===== src/rtl/accumulator_alu.sv =====
// accumulator_alu
//   WIDTH-bit accumulator register with an operation unit. It supports load,
//   add, subtract, AND, XOR and multi-cycle logical shifts. It produces Z/N/C/V
//   status flags and a busy/done handshake toward the control unit.
//
//   Opcodes (ac_op): 000 NOP, 001 LOAD, 010 ADD, 011 SUB,
//                    100 AND, 101 XOR, 110 SHL, 111 SHR
//
// Ports
//   clk      in   system clock, rising edge
//   rst      in   asynchronous reset, active low
//   ac_en    in   command strobe, taken only while busy=0
//   ac_op    in   opcode
//   data_in  in   operand; shift amount is data_in[SHW-1:0]
//   data_out out  accumulator contents
//   busy     out  high while a multi-cycle shift runs
//   done     out  one-cycle pulse after an accepted command completes
//   zero     out  data_out == 0
//   neg      out  data_out MSB
//   carry    out  carry / borrow / last bit shifted out
//   ovf      out  signed overflow of ADD/SUB
//
// Build option
//   ACC_SATURATE_EN: when defined, an ADD/SUB that overflows clamps to the
//   signed limit instead of wrapping. ovf and carry still report the
//   unsaturated computation.
//
// States
//   IDLE  | accepts commands, executes single-cycle ops
//   SHIFT | shifts one bit per edge until the counter reaches 0, ignores ac_en

module accumulator_alu #(
  parameter int WIDTH = 8,
  parameter int SHW   = $clog2(WIDTH)
) (
  input  logic             clk,
  input  logic             rst,
  input  logic             ac_en,
  input  logic [2:0]       ac_op,
  input  logic [WIDTH-1:0] data_in,
  output logic [WIDTH-1:0] data_out,
  output logic             busy,
  output logic             done,
  output logic             zero,
  output logic             neg,
  output logic             carry,
  output logic             ovf
);

  typedef enum logic {IDLE, SHIFT} state_t;

  localparam logic [2:0] OP_LOAD = 3'b001;
  localparam logic [2:0] OP_ADD  = 3'b010;
  localparam logic [2:0] OP_SUB  = 3'b011;
  localparam logic [2:0] OP_AND  = 3'b100;
  localparam logic [2:0] OP_XOR  = 3'b101;
  localparam logic [2:0] OP_SHL  = 3'b110;
  localparam logic [2:0] OP_SHR  = 3'b111;

`ifdef ACC_SATURATE_EN
  localparam logic [WIDTH-1:0] SAT_POS = {1'b0, {(WIDTH-1){1'b1}}};
  localparam logic [WIDTH-1:0] SAT_NEG = {1'b1, {(WIDTH-1){1'b0}}};
`endif

  state_t           state, state_nxt;
  logic [SHW-1:0]   cnt, cnt_nxt;
  logic             shr_dir, shr_dir_nxt;
  logic [WIDTH-1:0] acc_nxt;
  logic             carry_nxt, ovf_nxt, done_nxt;

  logic [WIDTH:0]   sum, diff;
  logic [SHW-1:0]   shamt;
  logic             add_ovf, sub_ovf;

  assign shamt = data_in[SHW-1:0];
  assign sum   = {1'b0, data_out} + {1'b0, data_in};
  assign diff  = {1'b0, data_out} - {1'b0, data_in};

  // diff[WIDTH] is the borrow: it is set exactly when data_out < data_in (unsigned)
  assign add_ovf = (data_out[WIDTH-1] == data_in[WIDTH-1]) &&
                   (sum[WIDTH-1] != data_out[WIDTH-1]);
  assign sub_ovf = (data_out[WIDTH-1] != data_in[WIDTH-1]) &&
                   (diff[WIDTH-1] != data_out[WIDTH-1]);

  assign busy = (state == SHIFT);
  assign zero = (data_out == '0);
  assign neg  = data_out[WIDTH-1];

  always_ff @(posedge clk or negedge rst) begin
    if (!rst) begin
      state    <= IDLE;
      cnt      <= '0;
      shr_dir  <= 1'b0;
      data_out <= '0;
      carry    <= 1'b0;
      ovf      <= 1'b0;
      done     <= 1'b0;
    end else begin
      state    <= state_nxt;
      cnt      <= cnt_nxt;
      shr_dir  <= shr_dir_nxt;
      data_out <= acc_nxt;
      carry    <= carry_nxt;
      ovf      <= ovf_nxt;
      done     <= done_nxt;
    end
  end

  always_comb begin
    state_nxt   = state;
    cnt_nxt     = cnt;
    shr_dir_nxt = shr_dir;
    acc_nxt     = data_out;
    carry_nxt   = carry;
    ovf_nxt     = ovf;
    done_nxt    = 1'b0;

    case (state)
      IDLE: begin
        if (ac_en) begin
          done_nxt = 1'b1;
          case (ac_op)
            OP_LOAD: begin
              acc_nxt   = data_in;
              carry_nxt = 1'b0;
              ovf_nxt   = 1'b0;
            end
            OP_ADD: begin
              acc_nxt   = sum[WIDTH-1:0];
              carry_nxt = sum[WIDTH];
              ovf_nxt   = add_ovf;
`ifdef ACC_SATURATE_EN
              // on overflow the true result has the sign of the accumulator
              if (add_ovf) acc_nxt = data_out[WIDTH-1] ? SAT_NEG : SAT_POS;
`endif
            end
            OP_SUB: begin
              acc_nxt   = diff[WIDTH-1:0];
              carry_nxt = diff[WIDTH];
              ovf_nxt   = sub_ovf;
`ifdef ACC_SATURATE_EN
              if (sub_ovf) acc_nxt = data_out[WIDTH-1] ? SAT_NEG : SAT_POS;
`endif
            end
            OP_AND: begin
              acc_nxt   = data_out & data_in;
              carry_nxt = 1'b0;
              ovf_nxt   = 1'b0;
            end
            OP_XOR: begin
              acc_nxt   = data_out ^ data_in;
              carry_nxt = 1'b0;
              ovf_nxt   = 1'b0;
            end
            OP_SHL, OP_SHR: begin
              if (shamt == '0) begin
                carry_nxt = 1'b0;
                ovf_nxt   = 1'b0;
              end else begin
                // done comes from the last shift step instead
                done_nxt    = 1'b0;
                state_nxt   = SHIFT;
                cnt_nxt     = shamt;
                shr_dir_nxt = ac_op[0];
              end
            end
            default: ;
          endcase
        end
      end
      SHIFT: begin
        ovf_nxt = 1'b0;
        if (shr_dir) begin
          acc_nxt   = data_out >> 1;
          carry_nxt = data_out[0];
        end else begin
          acc_nxt   = data_out << 1;
          carry_nxt = data_out[WIDTH-1];
        end
        cnt_nxt = cnt - 1'b1;
        if (cnt == {{(SHW-1){1'b0}}, 1'b1}) begin
          state_nxt = IDLE;
          done_nxt  = 1'b1;
        end
      end
      default: state_nxt = IDLE;
    endcase
  end

endmodule


===== config.mk =====
export PLATFORM = sky130hd
export DESIGN_NAME = accumulator_alu
export DESIGN_NICKNAME = d
export VERILOG_FILES = /design/src/rtl/accumulator_alu.sv
export SDC_FILE = /design/constraint.sdc
export NUM_CORES = 1
export LEC_CHECK = 0
export CELL_PAD_IN_SITES_DETAIL_PLACEMENT = 0
export CELL_PAD_IN_SITES_GLOBAL_PLACEMENT = 2
export CORE_UTILIZATION = 33
export DETAILED_ROUTE_END_ITERATION = 6
export PLACE_DENSITY_LB_ADDON = 0.2
export RECOVER_POWER = 50
export SLEW_MARGIN = 20
export SYNTH_ARGS = -nofsm -noshare
export SYNTH_HDL_FRONTEND = slang
export SYNTH_SLANG_ARGS = --single-unit

===== constraint.sdc =====
create_clock -name clk -period 2.88 [get_ports clk]
set_clock_uncertainty 0.1 [all_clocks]
set_input_delay 0.576 -clock clk [delete_from_list [all_inputs] [get_ports clk]]
set_output_delay 0.576 -clock clk [all_outputs]
set_load 0.05 [all_outputs]

==> flow_summary.json <==
{
  "grt_pass1_vias": 1933,
  "dieArea_um2": 6600,
  "yosysTopAreaCell": "dfrtp_1",
  "num-nets-final": 340,
  "final_cell_mix": "29 x buf_4, 24 x nor2_1, 23 x a21oi_1",
  "cts_tree": "done",
  "syn_area_um2": 2070,
  "root_buffer": "clkbuf_8",
  "arrival_ps": 2810,
  "core_area_um2": 5990,
  "synthFlopType": "dfrtp_1",
  "max_cap_violations": 0,
  "post-route-period-util_pct": 96.2,
  "postLayoutCoreUtil_pct": 43.7,
  "synth_nets": 294,
  "ant_nets": 0,
  "max-vdd-ir-drop_mv": 0.447,
  "grt_pass1_wl_um": 9980,
  "io_pins": 28,
  "viasPerCell": 5.33,
  "synthDistinctLibCells": 58,
  "worstSetupPathType": "primary input to flip-flop",
  "ys_ff_latch": 16,
  "setup_viol": 0,
  "hold_start": "cnt[0]",
  "post_cts_buffers": 0,
  "ys_seq_area_share_pct": 19.3,
  "clkTransAtPathRegs_ps": 80,
  "area_delta_synth_final_pct": 26.3,
  "yosys-top-cells-area": "dfrtp_1 19%, ha_1 11%, a21oi_1 5.6%",
  "fin_crit_ps": 2770,
  "cts_buffers": 3,
  "reg2reg_from": "data_out[0]",
  "worst_pin_slew_ps": 1060,
  "grt_max_degree": 33,
  "required_ps": 2920,
  "powerDensity_nw_per_um2": 998,
  "dr.pass1.iters": 4,
  "postSynthAreaPerCell_um2": 8.00,
  "rsz0062_at_grt": "no",
  "start_util_pct": 34.6,
  "yosysWarningCount": 0,
  "portBuffers": 27,
  "wire_per_inst_um": 16.2,
  "final_common_cell": "buf_4",
  "cp-startpoint": "data_in[0]",
  "clk_latency_ps": 260,
  "relSlewSlack_pct": 29.6,
  "cts.path.max_buffers": 2,
  "n_antenna_cell": 0,
  "async_flop_share_pct": 100,
  "synth_top_area_share_pct": 19.3,
  "num_rows": 28,
  "grt-ovfl-total": 0,
  "p_leak_nw": 1.16,
  "antenna_found_initial": 0,
  "h-tree-depth": 1,
  "cts_sinks": 16,
  "post_cts_resized": 0,
  "crit_path_end_kind": "flip-flop",
  "gp_congestion": 0.816,
  "status": "completed",
  "drtIter0Drc": 113,
  "die_x_um": 81.2,
  "synth-edff-count": 0,
  "drv_slew": 0,
  "routed_wirelength_um": 6150,
  "vias": 2020,
  "hold_viol_final": 0,
  "fmax_mhz": 361,
  "place_hpwl_um": 4620,
  "design_area_um2": 2620,
  "grt_util_all_layers_pct": 20.1,
  "cp_max_fo": 3,
  "ctsHoldBuffers": 0,
  "route.detailed.drc": 0,
  "place_area_um2": 2570,
  "cp-start-kind": "primary input",
  "drive_gt1_share_pct": 17.1,
  "power_w": 0.00261,
  "die_y_um": 81.2,
  "holdCritPathClass": "flip-flop to flip-flop",
  "syn_inst": 259
}
[per-layer routing]
layer / global-route usage [%] / share of wire (%) / vias to the layer above
met2: 34.8 / 48 / 55
met3: 1.91 / 4.4 / 2
met1: 27.1 / 47 / 951
met4: 3.39 / 0.52 / 0
met5: 0 / 0 / -
li1: - / - / 1012
[sequential cells by signal, indices dropped and copies added, names as in the netlist]
signal / flops
busy: 1
carry: 1
cnt: 3
data_out: 8
done: 1
ovf: 1
shr_dir: 1
[cell families after synthesis]
kind of cell | after synthesis | share of synthesized area (%)
mux | 15 | 7.61
buf+inv | 36 | 7.97
fa+ha+maj | 21 | 13.4
flops | 16 | 19.3
simple gates | 80 | 20.5
xor+xnor | 10 | 4.23
compound gates | 81 | 26.9
[critical path: stages]
cell and delay, ps:
clkdlybuf4s50_1 510, ha_1 160, inv_1 50, fa_1 420, a211oi_2 240, o21bai_1 120
a21oi_2 170, xor2_1 150, nor3_1 50, or3_1 350
[cell usage after synthesis (all sizes together) (3+ instances only)]
| master | instances |
|---|---|
| a211oi | 7 |
| a21oi | 24 |
| a31oi | 5 |
| buf | 9 |
| clkbuf | 7 |
| dfrtp | 16 |
| ha | 19 |
| inv | 20 |
| mux2 | 6 |
| mux2i | 9 |
| nand2 | 17 |
| nand3 | 3 |
| nor2 | 25 |
| nor2b | 9 |
| nor3 | 5 |
| o211ai | 5 |
| o21ai | 18 |
| o21bai | 3 |
| o31ai | 3 |
| xnor2 | 7 |
| xor2 | 3 |
[power breakdown]
part / switching (W) / internal, W
registers: 0.000192 / 0.000329
clock network: 0.0000958 / 0.000122
logic: 0.00105 / 0.000827
[stage by stage]
stage	std cells	setup slack, ps	setup TNS, ps	hold WS, ps
after global placement	375	-130	-229	388
after floorplan	259	338	0	180
final	379	110	0	410
after CTS	379	116	0	408
after global routing	379	7.94	0	451
after detailed placement	375	-137	-242	398
[final cells by class]
class,instances,area [µm²]
repair buffers,57,485
clock buffers,4,55.1
flip-flops and latches,16,400
multi-input cells,207,1510
well taps,75,93.8
fillers,603,3370
inverters,20,75.1
[worst paths after layout]
path,cells after the start,to,slack (ps)
worst min register to register,1,cnt[0],410
max in group asynchronous,2,data_out[1],1130
worst max register to register,10,data_out[6],440
min in group asynchronous,2,data_out[5],920
worst max-delay path,10,data_out[6],110
worst min-delay path,1,cnt[0],410
No activity file was read; power rests on OpenSTA's default activity.
==> variant 1: new RTL, same settings <==
Take the reset off `data_out` and load it in a clocked block of its own.
--- a/src/rtl/accumulator_alu.sv
+++ b/src/rtl/accumulator_alu.sv
@@ -91,7 +91,6 @@
       state    <= IDLE;
       cnt      <= '0;
       shr_dir  <= 1'b0;
-      data_out <= '0;
       carry    <= 1'b0;
       ovf      <= 1'b0;
       done     <= 1'b0;
@@ -99,11 +98,14 @@
       state    <= state_nxt;
       cnt      <= cnt_nxt;
       shr_dir  <= shr_dir_nxt;
-      data_out <= acc_nxt;
       carry    <= carry_nxt;
       ovf      <= ovf_nxt;
       done     <= done_nxt;
     end
+  end
+
+  always_ff @(posedge clk) begin
+    data_out <= acc_nxt;
   end
 
   always_comb begin
Formal check against the unedited RTL: not equivalent (a bounded check fails within 4 cycles, from zero or initial values and one cycle with rst low).
==> variant 1 against the unedited design <==
Cell count decreased by 6.1%. Area after synthesis decreased by 3.7%. First-iteration DRC count decreased by 1.8%. Fmax increased by 0.54%. Sequential cell count unchanged. Global-route usage decreased by 1.2 points. Non-clock buffer count decreased by 5. Wire length decreased by 7.9%. Power increased by 2.3%. Worst setup slack improved by 0.015 ns. Die area decreased by 3.7%. Design area decreased by 2.1%. Sequential power increased by 9.0%. Critical endpoint is now data_out[6]. Highest routed layer unchanged.
==> variant 1: results (changes against the unedited design) <==
DR WL/cell 15.9 µm (was 16.2 µm); result of the run finished clean (unchanged); gpl congestion 0.813 (was 0.816); NonClk Buf Share 17.7% (was 18.6%); FF-to-FF path depth 11 (was 10); register area 440 µm² (was 400 µm²); vias in the first global route 1882 (was 1933); top cell family by delay on the critical path simple AND/OR/NAND/NOR gates (was adder cells); met2 routed WL 2610 µm (was 2920 µm); via/cell ratio 5.31 (was 5.33); pin count of the biggest net entering global routing 30 (was 33); multi-input gates 189 (was 207); global-route wire length before repair 9330 µm (was 9980 µm); Logic inverters 23 (was 20); post-synth cell types 46 (was 58); # fillers 596 (was 603); Leak Pwr 1.11 nW (was 1.16 nW); global routing usage on met1 25.8% (was 27.1%); part of the power in registers 21.2% (was 19.9%); PostCTS Resize Cnt 1 (was 0); synth top area cells edfxtp_1, ha_1, dfrtp_1, mux2i_1, inv_1 (was dfrtp_1, ha_1, a21oi_1, mux2i_1, o21ai_0); layout cells sized above 1 15.5% (was 17.1%); hold slack 0.405 ns (was 0.410 ns); Critical-path top delay cell or4_1 (was clkdlybuf4s50_1); area of the multi-input gates 1440 µm² (was 1510 µm²); crit-path max FO 2 (was 3); Clock-cell share 2.15% (was 2.10%); Max VDD drop 0.000431 V (was 0.000447 V); Final nets 320 (was 340); syn_nets 277 (was 294)
variant 1: cell count changes in the layout (fill, tap and decap cells not counted), moves of 4 or more:
cell,before,now
a21oi_1,23,16
a31oi_1,5,1
buf_4,29,25
clkdlybuf4s50_1,21,17
dfrtp_1,16,8
edfxtp_1,0,8
mux2i_1,9,15
nand2b_1,1,9
nand3_1,2,9
nor2_1,24,19
nor2b_1,9,4
variant 1: cell families after synthesis:
family / count (synthesis) / share of synthesized area [%]
simple gates: 75 / 19.4
compound gates: 63 / 21.9
buf+inv: 37 / 7.78
mux: 21 / 10.9
fa+ha+maj: 21 / 13.9
flops: 16 / 22.1
xor+xnor: 9 / 3.95
variant 1: stage by stage:
step	setup TNS, ns	cell area [µm²]	worst slack, ns
floorplan	0	1990	0.174
global placement	-0.955	2470	-0.233
detailed placement	-1.06	2470	-0.260
CTS	0	2530	0.0118
global route	0	2560	0.00874
finish	0	2560	0.125
==> variant 2: new RTL, same settings <==
Made on the original files. Build with the macro `ACC_SATURATE_EN` defined.
--- a/src/rtl/accumulator_alu.sv
+++ b/src/rtl/accumulator_alu.sv
@@ -28,6 +28,8 @@
 // States
 //   IDLE  | accepts commands, executes single-cycle ops
 //   SHIFT | shifts one bit per edge until the counter reaches 0, ignores ac_en
+
+`define ACC_SATURATE_EN
 
 module accumulator_alu #(
   parameter int WIDTH = 8,
Behaviour: not the same (a bounded check fails within 4 cycles, from zero or initial values and one cycle with rst low).
==> variant 2 against the unedited design <==
The flow now finishes with violations (negative setup slack). Wire length increased by 25%. Sequential cell count unchanged. Worst setup slack got worse by 0.20 ns. Power is 28% higher. Hold slack worse by 0.0064 ns. Design area up 19%. Cell count is 13% higher. Area after synthesis is 6.2% higher. Die area grew 6.0%. Critical path type unchanged. Critical endpoint is now data_out[3]. Largest cell class unchanged. Highest routed layer unchanged.
==> variant 2: results (changes against the unedited design) <==
pin count of the biggest net entering global routing 31 (was 33); global-route wire length before repair 12300 µm (was 9980 µm); WL final 7680 µm (was 6150 µm); Post-synth ARST share 100% (unchanged); PD cells 1080 nW/µm² (was 998 nW/µm²); commonest cells in the netlist o21ai_0, nor2_1, a21oi_1 (was nor2_1, a21oi_1, inv_1); result of the run finished, violations left (was finished clean); Rel. slew slack 52.0% (was 29.6%); post-placement worst setup slack -0.918 ns (was -0.137 ns); vias in the first global route 2287 (was 1933); post-synth cell types 64 (was 58); syn_nets 317 (was 294); # fillers 650 (was 603); Mapped Avg Cell Area 7.80 µm² (was 8.00 µm²); layout cells sized above 1 31.7% (was 17.1%); final worst setup slack -0.0946 ns (was 0.110 ns); drt initial violations 151 (was 113); GRT Total Usage 22.5% (was 20.1%); DR WL/cell 17.9 µm (was 16.2 µm); placed instance area 2920 µm² (was 2570 µm²); Critical Path AT 3.02 ns (was 2.81 ns); Leak Pwr 1.31 nW (was 1.16 nW); # setup viols final 5 (was 0); vias 2372 (was 2020); DP HPWL 5730 µm (was 4620 µm); Pint 0.00164 W (was 0.00128 W); post-synthesis sequential area ratio 18.2% (was 19.3%); gpl congestion 0.855 (was 0.816); cell total after placement 423 (was 375); failing checks negative setup slack; crit-path max FO 5 (was 3); Max VDD drop 0.000539 V (was 0.000447 V); synth top area cells dfrtp_1, ha_1, o21ai_0, a21oi_1, nor2_1 (was dfrtp_1, ha_1, a21oi_1, mux2i_1, o21ai_0)
[variant 2: cell types whose count changed in the layout (fill, tap and decap cells not counted), sizes merged, moves of 5 or more]
cell    unedited run  this run
o21a               0         5
buf               29        61
o21ai             18        34
mux2i              9         3
nand2b             1         7
[variant 2: path summary, 6_finish.rpt]
check | startpoint | to | slack [ns] | cells after the start
worst max-delay path | data_in[1] | data_out[3] | -0.09 | 14
worst min-delay path | cnt[0] | cnt[0] | 0.40 | 1
worst max register to register | data_out[1] | data_out[3] | -0.08 | 12
worst min register to register | cnt[0] | cnt[0] | 0.40 | 1
max in group asynchronous | rst | carry | 1.28 | 2
min in group asynchronous | rst | data_out[0] | 0.67 | 1
[variant 2: final cells by class]
| class | count | area share (%) |
|---|---|---|
| inverter | 19 | 2.38 |
| multi-input combinational | 229 | 57.4 |
| tap | 77 | 3.11 |
| timing repair buffer | 85 | 22.2 |
| sequential | 16 | 13.1 |
| clock buffer | 4 | 1.77 |
[variant 2: repair_timing]
action                                  CTS  global route
endpoints found under the setup margin    9             8
pin swaps                                16            13
cloned                                    0             0
gates resized for setup                  31            12
setup buffers                             3             0
[variant 2: power groups by stage]
stage	Sequential (W)	Clock (W)	Combinational (W)
2_1_floorplan	0.000695	0	0.00132
5_1_grt	0.000459	0.000236	0.00289
3_3_place_gp	0.000438	0	0.00241
3_5_place_dp	0.000436	0	0.00240
4_1_cts	0.000440	0.000223	0.00260
6_report	0.000446	0.000224	0.00268
[variant 2: logic make-up (layout without fill, tap and decap cells)]
group	Yosys count	after routing	share of synthesized area [%]
compound gates	108	108	33.8
simple gates	83	83	19.6
buf+inv	37	108	7.91
fa+ha+maj	21	21	13.0
flops	16	16	18.2
xor+xnor	9	9	3.58
mux	8	8	3.92
[variant 2: critical path, stage by stage]
cell and delay, ns:
buf_8 0.10, inv_4 0.05, ha_4 0.20, nor2b_4 0.13
o31ai_4 0.23, a21oi_2 0.11, a21oi_2 0.15, o21bai_2 0.10
fa_2 0.64, xnor2_2 0.15, nor2_4 0.07, o21a_1 0.20
a2111oi_4 0.20, o21ai_1 0.12
[variant 2: layer usage]
metal | track usage, % | vias to the layer above | routed length, µm
li1 | - | 1167 | -
met1 | 32.0 | 1131 | 3720
met2 | 35.8 | 61 | 3480
met3 | 1.78 | 13 | 296
met4 | 7.24 | 0 | 182
met5 | 0 | - | 0
[variant 2: metrics by stage]
| stage | power, W | TNS [ns] |
|---|---|---|
| after global routing | 0.00359 | -0.842 |
| after detailed placement | 0.00284 | -7.30 |
| after global placement | 0.00285 | -6.45 |
| after floorplan | 0.00201 | -0.605 |
| final | 0.00335 | -0.237 |
| after CTS | 0.00326 | -0.127 |
